<file path="config.mk">
export PLATFORM = sky130hd
export DESIGN_NAME = rx_fcs_check
export DESIGN_NICKNAME = d
export VERILOG_FILES = /design/src/rtl/rx_pkg.sv /design/src/rtl/crc32_d8.sv /design/src/rtl/rx_fcs_check.sv
export SDC_FILE = /design/constraint.sdc
export NUM_CORES = 1
export LEC_CHECK = 0
export CAP_MARGIN = 0
export CORE_UTILIZATION = 35
export CTS_CLUSTER_DIAMETER = 80
export DETAILED_ROUTE_END_ITERATION = 16
export PLACE_DENSITY = 0.56
export SYNTH_ARGS = -nofsm -noshare
export SYNTH_HDL_FRONTEND = slang
export SYNTH_SLANG_ARGS = --single-unit
</file>
<file path="constraint.sdc">
create_clock -name rx_clk -period 2 [get_ports rx_clk]
set_clock_uncertainty 0.2 [all_clocks]
set_input_delay 0.4 -clock rx_clk [delete_from_list [all_inputs] [get_ports rx_clk]]
set_output_delay 0.4 -clock rx_clk [all_outputs]
set_load 0.01 [all_outputs]
</file>
<file path="src/rtl/rx_pkg.sv">
// Shared receive-path definitions: CRC-32 constants, Ethernet length limits and the
// frame-check FSM encoding.
package rx_pkg;

    localparam logic [31:0] CRC_INIT    = 32'hFFFF_FFFF;
    localparam logic [31:0] CRC_POLY    = 32'hEDB8_8320;
    localparam logic [31:0] CRC_RESIDUE = 32'hDEBB_20E3;

    localparam int unsigned ETH_MIN_LEN = 64;
    localparam int unsigned ETH_MAX_LEN = 1522;

    typedef enum logic [1:0] {
        StIdle,
        StRecv,
        StDone
    } rx_state_e;

    typedef struct packed {
        logic crc;
        logic runt;
        logic too_long;
        logic phy;
    } rx_err_t;

endpackage

</file>
<file path="src/rtl/crc32_d8.sv">
// Combinational reflected CRC-32 update for one byte (LSB first).
module crc32_d8
    import rx_pkg::*;
(
    input  logic [31:0] crc_in,
    input  logic [7:0]  data,
    output logic [31:0] crc_out
);

    logic [31:0] c;

    always_comb begin
        c = crc_in ^ {24'h0, data};
        for (int i = 0; i < 8; i++) begin
            c = c[0] ? ((c >> 1) ^ CRC_POLY) : (c >> 1);
        end
        crc_out = c;
    end

endmodule

</file>
<file path="src/rtl/rx_fcs_check.sv">
// Strips the trailing FCS from a received frame, checks CRC-32, length and PHY errors,
// and reports a per-frame verdict plus saturating good/bad frame counters.
module rx_fcs_check
    import rx_pkg::*;
#(
    parameter int unsigned MIN_LEN = ETH_MIN_LEN,
    parameter int unsigned MAX_LEN = ETH_MAX_LEN,
    parameter int unsigned CNT_W   = 16
) (
    input  logic             rx_clk,
    input  logic             resetn,
    input  logic [7:0]       in_data,
    input  logic             in_en,
    input  logic             in_err,
    output logic [7:0]       out_data,
    output logic             out_en,
    output logic             frame_done,
    output logic             frame_ok,
    output logic             err_crc,
    output logic             err_runt,
    output logic             err_long,
    output logic             err_phy,
    output logic [CNT_W-1:0] good_cnt,
    output logic [CNT_W-1:0] bad_cnt
);

    localparam int unsigned      LEN_W   = 11;
    localparam logic [LEN_W-1:0] LEN_SAT = '1;
    localparam logic [LEN_W-1:0] MIN_L   = LEN_W'(MIN_LEN);
    localparam logic [LEN_W-1:0] MAX_L   = LEN_W'(MAX_LEN);

    rx_state_e        state_q, state_d;
    logic [3:0][7:0]  sr_q, sr_d;
    logic [2:0]       fill_q, fill_d;
    logic [31:0]      crc_q, crc_d, crc_next;
    logic [LEN_W-1:0] len_q, len_d;
    logic             phy_q, phy_d;
    logic [7:0]       out_data_q, out_data_d;
    logic             out_en_q, out_en_d;
    rx_err_t          err_q, err_d;
    logic             ok_q, ok_d;
    logic [CNT_W-1:0] good_q, good_d, bad_q, bad_d;
    logic             frame_end;

    crc32_d8 u_crc (
        .crc_in  (crc_q),
        .data    (in_data),
        .crc_out (crc_next)
    );

    assign frame_end = (state_q == StRecv) && !in_en;

    always_comb begin
        state_d = state_q;
        unique case (state_q)
            StIdle:  if (in_en) state_d = StRecv;
            StRecv:  if (!in_en) state_d = StDone;
            StDone:  state_d = in_en ? StRecv : StIdle;
            default: state_d = StIdle;
        endcase
    end

    // A byte is consumed whenever in_en is high, so a frame may start in the DONE cycle.
    always_comb begin
        sr_d       = sr_q;
        fill_d     = fill_q;
        crc_d      = crc_q;
        len_d      = len_q;
        phy_d      = phy_q;
        out_data_d = out_data_q;
        out_en_d   = 1'b0;
        if (frame_end) begin
            fill_d = 3'd0;
            crc_d  = CRC_INIT;
            len_d  = '0;
            phy_d  = 1'b0;
        end else if (in_en) begin
            sr_d  = {sr_q[2:0], in_data};
            crc_d = crc_next;
            if (fill_q == 3'd4) begin
                out_en_d   = 1'b1;
                out_data_d = sr_q[3];
            end else begin
                fill_d = fill_q + 3'd1;
            end
            if (len_q != LEN_SAT) len_d = len_q + LEN_W'(1);
            if (in_err) phy_d = 1'b1;
        end
    end

    always_comb begin
        err_d  = '0;
        ok_d   = 1'b0;
        good_d = good_q;
        bad_d  = bad_q;
        if (frame_end) begin
            err_d.crc      = (crc_q != CRC_RESIDUE);
            err_d.runt     = (len_q < MIN_L);
            err_d.too_long = (len_q > MAX_L);
            err_d.phy      = phy_q;
            ok_d           = ~|err_d;
        end
        if (state_q == StDone) begin
            if (ok_q && (good_q != '1)) good_d = good_q + CNT_W'(1);
            if (!ok_q && (bad_q != '1)) bad_d = bad_q + CNT_W'(1);
        end
    end

    always_ff @(posedge rx_clk or negedge resetn) begin
        if (!resetn) begin
            state_q    <= StIdle;
            sr_q       <= '0;
            fill_q     <= 3'd0;
            crc_q      <= CRC_INIT;
            len_q      <= '0;
            phy_q      <= 1'b0;
            out_data_q <= 8'h00;
            out_en_q   <= 1'b0;
            err_q      <= '0;
            ok_q       <= 1'b0;
            good_q     <= '0;
            bad_q      <= '0;
        end else begin
            state_q    <= state_d;
            sr_q       <= sr_d;
            fill_q     <= fill_d;
            crc_q      <= crc_d;
            len_q      <= len_d;
            phy_q      <= phy_d;
            out_data_q <= out_data_d;
            out_en_q   <= out_en_d;
            err_q      <= err_d;
            ok_q       <= ok_d;
            good_q     <= good_d;
            bad_q      <= bad_d;
        end
    end

    assign out_data   = out_data_q;
    assign out_en     = out_en_q;
    assign frame_done = (state_q == StDone);
    assign frame_ok   = ok_q;
    assign err_crc    = err_q.crc;
    assign err_runt   = err_q.runt;
    assign err_long   = err_q.too_long;
    assign err_phy    = err_q.phy;
    assign good_cnt   = good_q;
    assign bad_cnt    = bad_q;

endmodule

</file>
==> results.sh, run 1 <==
export IMPL_path_buf_inv=1
export IMPL_routedWlPerCell_um=15.0
export IMPL_clkPwrFrac_pct=25.8
export IMPL_layout_common_cells="dfrtp_1, buf_4, nor2_1"
export IMPL_grt_max_degree=45
export IMPL_io_pins=59
export IMPL_status="complete, no violations"
export IMPL_grt_use_total_pct=15.6
export IMPL_overflow=0
export IMPL_hold_class="in2reg"
export IMPL_timing_rr_start="good_cnt[14]"
export IMPL_max_freq_ghz=0.514
export IMPL_critPathArrivalTime_ns=1.34
export IMPL_async_reset_ff_share_pct=100
export IMPL_die_area_um2=18000
export IMPL_drt_wl_total_um=13000
export IMPL_io_buffers=58
export IMPL_r2r_slack_ns=0.08
export IMPL_first_pass_iters=4
export IMPL_drive_above_1_share_pct=31.5
export IMPL_hp_start="in_en"
export IMPL_fin_crit_ns=1.94
export IMPL_yosysWarnings=0
export IMPL_peakVddDrop_mv=0.904
export IMPL_synth_nets=519
export IMPL_drt_iter0_markers=134
export IMPL_power_share_sequential_pct=31.9
export IMPL_synth_area_leader_cell="dfrtp_1"
export IMPL_grt_pass1_vias=4303
export IMPL_yosys_register_bits=127
export IMPL_die_w_um=134
export IMPL_power_internal_w=0.00862
export IMPL_crit_chain="clkdlybuf4s50_1"
export IMPL_crit_fanout=3
export IMPL_cp_slowest_cell="clkdlybuf4s50_1"
export IMPL_grt_pass1_wl_um=21800
export IMPL_ys_top_cells_by_area="dfrtp_1, dfstp_2, mux2_2, xnor2_1, xor2_1"
export IMPL_antenna_found_initial=0
export IMPL_synth_ff_type="dfrtp_1"
export IMPL_gp_congestion=0.779
export IMPL_final_setup_viol_count=0
export IMPL_slew_headroom_pct=65.8
export IMPL_synth_cell_type_count=44
export IMPL_fin_crit_sh_pct=97.2
export IMPL_layout_nets=653
export IMPL_leakage_nw=3.78
export IMPL_coreArea_um2=16800
export IMPL_layout_commonest_cell="dfrtp_1"
export IMPL_worst_setup_path_end_kind="output pin"
export IMPL_synth_edf_count=0
export IMPL_fin_tns_setup_ns=0
export IMPL_startpoint_type="register"
export IMPL_r2r_end="good_cnt[4]"
export IMPL_critPathRequiredTime_ns=1.40
export IMPL_design_power_total_w=0.0127
export IMPL_routed_via_density=4.81
export IMPL_cp_top_family="buffers and inverters"
export IMPL_num_rows=47
export IMPL_syn_inst=502
export IMPL_dp_final_hpwl_um=9260
export IMPL_cts_sinks=127
export IMPL_initial_core_util_pct=36.3
export IMPL_n_antenna_cell=0
export IMPL_final_max_slew_viol_count=0
export IMPL_finalInstanceArea_um2=8190
export IMPL_rsz0062_at_grt="no"
export IMPL_p_sw_w=0.00409
export IMPL_drc=0
export IMPL_ys_seq_area_share_pct=52.7
export IMPL_synth_area_um2=6100
export IMPL_dr_total_vias=4172
export IMPL_root_buffer="clkbuf_16"
export IMPL_path_clk_slew_ns=0.06
export IMPL_worst_slew_pin_slew_ns=0.508
export IMPL_synth_top_area_share_pct=39.0
export IMPL_clock_latency_ns=0.42
export IMPL_syn_to_final_growth_pct=34.2
export IMPL_hold_viol=0
export IMPL_cts_buffers=17
export IMPL_num_fill_cells=1510
export IMPL_power_density_nw_per_um2=1550
export IMPL_dp_cells=827
export IMPL_placed_area_um2=7450
export IMPL_fin_cells=868
export IMPL_cp_slowest_stage_delay_ns=0.55
export IMPL_ff2ff_path_depth=5
export IMPL_syn_mean_instance_area_um2=12.2
export IMPL_ant_nets=0
export IMPL_cts_path_max_buffers=2
export IMPL_fin_util_pct=48.7
export IMPL_max_cap_violations=0
export IMPL_htree_levels=4
export IMPL_die_h_um=134
export IMPL_min_to="phy_q"
export IMPL_cts_tree="yes"
export IMPL_switching_share_pct=32.2
export IMPL_holdPathStages=4
export IMPL_combPwrFrac_pct=42.3
export IMPL_crit_type="reg2out"
-- cells by family (layout without fill, tap and decap cells) --
logic type / count (synthesis) / in the layout / share of synthesized area [%]
buffers and inverters: 21 / 167 / 1.29
xor gates and xnor gates: 102 / 102 / 19.1
and+or+nand+nor: 142 / 142 / 11.8
muxes: 45 / 45 / 8.24
adders and majority gates: 5 / 5 / 1.03
DFF: 127 / 127 / 52.7
AOI/OAI and AO/OA: 60 / 60 / 5.86
-- power by group through the flow --
stage          clock network [W]  registers [W]  logic, W
2_1_floorplan                  0        0.00400   0.00362
3_3_place_gp                   0        0.00407   0.00532
3_5_place_dp                   0        0.00410   0.00538
4_1_cts                  0.00336        0.00405   0.00545
5_1_grt                  0.00348        0.00415   0.00579
6_report                 0.00328        0.00405   0.00538
-- flip-flops by register name (all words and copies together) (netlist names), 2 cells and up --
name      flops
bad_cnt      16
crc_q        32
fill_q        3
good_cnt     16
len_q        11
out_data      8
sr_q         32
state_q       2
-- worst register-to-register path, cell delays in order (launching register included) --
cell	delay, ns
dfrtp_1	0.38
nand4_1	0.17
or3_4	0.45
o211a_4	0.27
and4_1	0.21
xor2_1	0.13
-- final cells by class --
cell class	instances	area [um^2]	area share, %
multi-input cells	354	2830	34.6
clock inverters	13	188	2.29
repair buffers	128	1200	14.7
clock buffers	18	439	5.36
well taps	220	275	3.36
flip-flops and latches	127	3220	39.3
inverters	8	30.0	0.367
-- worst max-delay path by stage --
stage / from / to / slack, ns / cells past startpoint
global route: bad_cnt[12] / bad_cnt[4] / 0.003 / 5
CTS: bad_cnt[9] / bad_cnt[9] / 0.001 / 1
floorplan: len_q[0] / len_q[3] / 0.004 / 6
detailed placement: in_data[2] / crc_q[24] / -0.33 / 6
finish: bad_cnt[14] / bad_cnt[14] / 0.06 / 1
global placement: in_data[2] / crc_q[24] / -0.32 / 6
-- metrics by stage --
step | worst slack, ns | hold WS, ns
final | 0.0551 | 0.242
after global routing | 0.00312 | 0.249
after CTS | 0.00144 | 0.235
after detailed placement | -0.329 | 0.169
after global placement | -0.318 | 0.157
after floorplan | 0.00432 | -0.0956
-- Yosys cell counts, types with 2 or more instances --
cell type / n
and2_1: 2
o31ai_1: 3
a21oi_1: 36
o21ai_0: 8
nand2b_1: 2
nand3_1: 14
nor4_1: 4
inv_1: 8
and3_1: 8
mux2i_1: 3
a211o_1: 2
a41oi_1: 2
nand2_1: 29
and4_1: 7
mux2_2: 42
xor2_1: 40
dfrtp_1: 95
xnor2_4: 12
nor3_1: 5
xnor2_1: 44
ha_1: 5
nand4b_1: 3
a31oi_1: 3
nor2_1: 46
xnor2_2: 6
dfstp_2: 32
nand4_1: 11
nor2b_1: 3
clkbuf_1: 12
-- routing by layer --
layer | vias up | wire length, um | global-route usage (%)
li1 | 2005 | - | -
met1 | 2071 | 6030 | 19.9
met2 | 86 | 6330 | 25.4
met3 | 10 | 569 | 5.03
met4 | 0 | 103 | 4.06
met5 | - | 0 | 0
-- what timing repair did --
item,in CTS,in global routing
hold buffers,1,0
hold endpoints to repair,13,0
resized for setup,23,15
setup buffers,7,2
endpoints found under the setup margin,27,18
pin swaps,2,1
Power figures use the tool's default switching activity.
==> run 2, diff against run 1 <==
--- a/config.mk
+++ b/config.mk
@@ -9,6 +9,7 @@
 export CORE_UTILIZATION = 35
 export CTS_CLUSTER_DIAMETER = 80
 export DETAILED_ROUTE_END_ITERATION = 16
+export MAX_ROUTING_LAYER = met4
 export PLACE_DENSITY = 0.56
 export SYNTH_ARGS = -nofsm -noshare
 export SYNTH_HDL_FRONTEND = slang
==> results.sh, run 2 (synthesized netlist as in run 1, its figures left out) <==
export IMPL_regArea_um2=3220
export IMPL_layout_commonest_cell="dfrtp_1"
export IMPL_gp_congestion=0.790
export IMPL_design_power_total_w=0.0127
export IMPL_layout_nets=653
export IMPL_io_buffers=58
export IMPL_root_buffer="clkbuf_16"
export IMPL_n_antenna_cell=0
export IMPL_dp_cells=827
export IMPL_grt_pass1_wl_um=21800
export IMPL_cp_top_family="buffers and inverters"
export IMPL_fin_crit_ns=1.95
export IMPL_path_buf_inv=1
export IMPL_worst_setup_path_end_kind="output pin"
export IMPL_routedWlPerCell_um=15.0
export IMPL_io_pins=59
export IMPL_die_area_um2=18000
export IMPL_critPathRequiredTime_ns=1.40
export IMPL_dr_total_vias=4186
export IMPL_coreArea_um2=16800
export IMPL_drive_above_1_share_pct=31.5
export IMPL_path_clk_slew_ns=0.06
export IMPL_fin_util_pct=48.7
export IMPL_peakVddDrop_mv=0.893
export IMPL_clock_latency_ns=0.41
export IMPL_cp_slowest_cell="clkdlybuf4s50_1"
export IMPL_cts_sinks=127
export IMPL_grt_use_total_pct=16.0
export IMPL_hold_viol=0
export IMPL_num_rows=47
export IMPL_drt_iter0_markers=154
export IMPL_grt_pass1_vias=4312
export IMPL_status="complete, no violations"
export IMPL_worst_slew_pin_slew_ns=0.485
export IMPL_syn_to_final_growth_pct=34.1
export IMPL_dp_final_hpwl_um=9260
export IMPL_initial_core_util_pct=36.3
export IMPL_final_setup_viol_count=0
export IMPL_num_fill_cells=1509
export IMPL_crit_fanout=3
export IMPL_layout_common_cells="dfrtp_1, buf_4, nor2_1"
export IMPL_crit_chain="clkdlybuf4s50_1"
export IMPL_drc=0
export IMPL_largestRegisters="crc_q: 32 flops, sr_q: 32 flops"
export IMPL_max_freq_ghz=0.512
export IMPL_critPathArrivalTime_ns=1.35
export IMPL_crit_type="reg2out"
export IMPL_slew_headroom_pct=67.4
export IMPL_fin_cells=868
export IMPL_first_pass_iters=4
export IMPL_power_density_nw_per_um2=1550
export IMPL_die_w_um=134
export IMPL_cts_path_max_buffers=2
export IMPL_startpoint_type="register"
export IMPL_multi_input_area_um2=2830
export IMPL_grt_max_degree=45
export IMPL_hold_class="in2reg"
export IMPL_cts_buffers=17
export IMPL_leakage_nw=3.74
export IMPL_rsz0062_at_grt="no"
export IMPL_final_max_slew_viol_count=0
export IMPL_max_cap_violations=0
export IMPL_cp_slowest_stage_delay_ns=0.55
export IMPL_fin_tns_setup_ns=0
export IMPL_cts_tree="yes"
export IMPL_routed_via_density=4.82
export IMPL_fin_crit_sh_pct=97.7
export IMPL_ant_nets=0
export IMPL_die_h_um=134
export IMPL_antenna_found_initial=0
export IMPL_htree_levels=4
export IMPL_overflow=0
export IMPL_drt_wl_total_um=13000
[run 2: routing by layer]
layer	global-route usage [%]	part of all wire, %
met1	19.9	46
met2	25.3	49
met3	4.46	3.7
met4	4.62	0.81
met5	-	0
[run 2: cell type report]
class / count / area share, %
flip-flops and latches: 127 / 39.3
multi-input cells: 354 / 34.6
repair buffers: 128 / 14.6
clock buffers: 18 / 5.37
well taps: 220 / 3.36
clock inverters: 13 / 2.29
inverters: 8 / 0.367
[run 2: metrics by stage]
step | hold WS [ns] | setup slack [ns] | area, um^2
finish | 0.241 | 0.0456 | 8190
floorplan | -0.0956 | 0.00432 | 6100
global placement | 0.157 | -0.318 | 7450
CTS | 0.235 | 0.00144 | 8140
detailed placement | 0.169 | -0.329 | 7450
global route | 0.252 | 0.00138 | 8190
[run 2: worst paths after layout]
kind	from	to	slack, ns	depth (start not counted)
worst max-delay path	bad_cnt[10]	bad_cnt[10]	0.05	1
worst min-delay path	in_en	phy_q	0.24	4
worst max register to register	good_cnt[14]	good_cnt[4]	0.07	5
worst min register to register	good_cnt[4]	good_cnt[4]	0.28	1
max in group asynchronous	resetn	crc_q[22]	0.72	3
min in group asynchronous	resetn	bad_cnt[5]	0.26	2
[run 2: power breakdown]
group | leakage [nW] | switching (W) | internal (W)
clock | 0.298 | 0.00116 | 0.00211
combinational | 1.89 | 0.00233 | 0.00305
sequential | 1.55 | 0.000594 | 0.00346
total | 3.74 | 0.00408 | 0.00862
[run 2: worst register-to-register path, stage by stage (launching register included)]
cell	delay, ns
dfrtp_1	0.38
nand4_1	0.17
or3_4	0.45
o211a_4	0.27
and4_1	0.21
xor2_1	0.13
[run 2: what timing repair did]
action                                 CTS  global route
setup buffers                            7             2
gates resized for setup                 23            13
endpoints found under the hold margin   13             0
pin swaps                                2             1
hold buffers                             1             0
setup endpoints to repair               27            17
==> run 3, diff against run 2 <==
--- a/config.mk
+++ b/config.mk
@@ -5,9 +5,10 @@
 export SDC_FILE = /design/constraint.sdc
 export NUM_CORES = 1
 export LEC_CHECK = 0
+export ABC_CLOCK_PERIOD_IN_PS = 2000
 export CAP_MARGIN = 0
 export CORE_UTILIZATION = 35
-export CTS_CLUSTER_DIAMETER = 80
+export CTS_CLUSTER_DIAMETER = 60
 export DETAILED_ROUTE_END_ITERATION = 16
 export MAX_ROUTING_LAYER = met4
 export PLACE_DENSITY = 0.56
==> results of run 3 <==
Same layout as run 2: the final DEF is identical, and so are final timing and power.
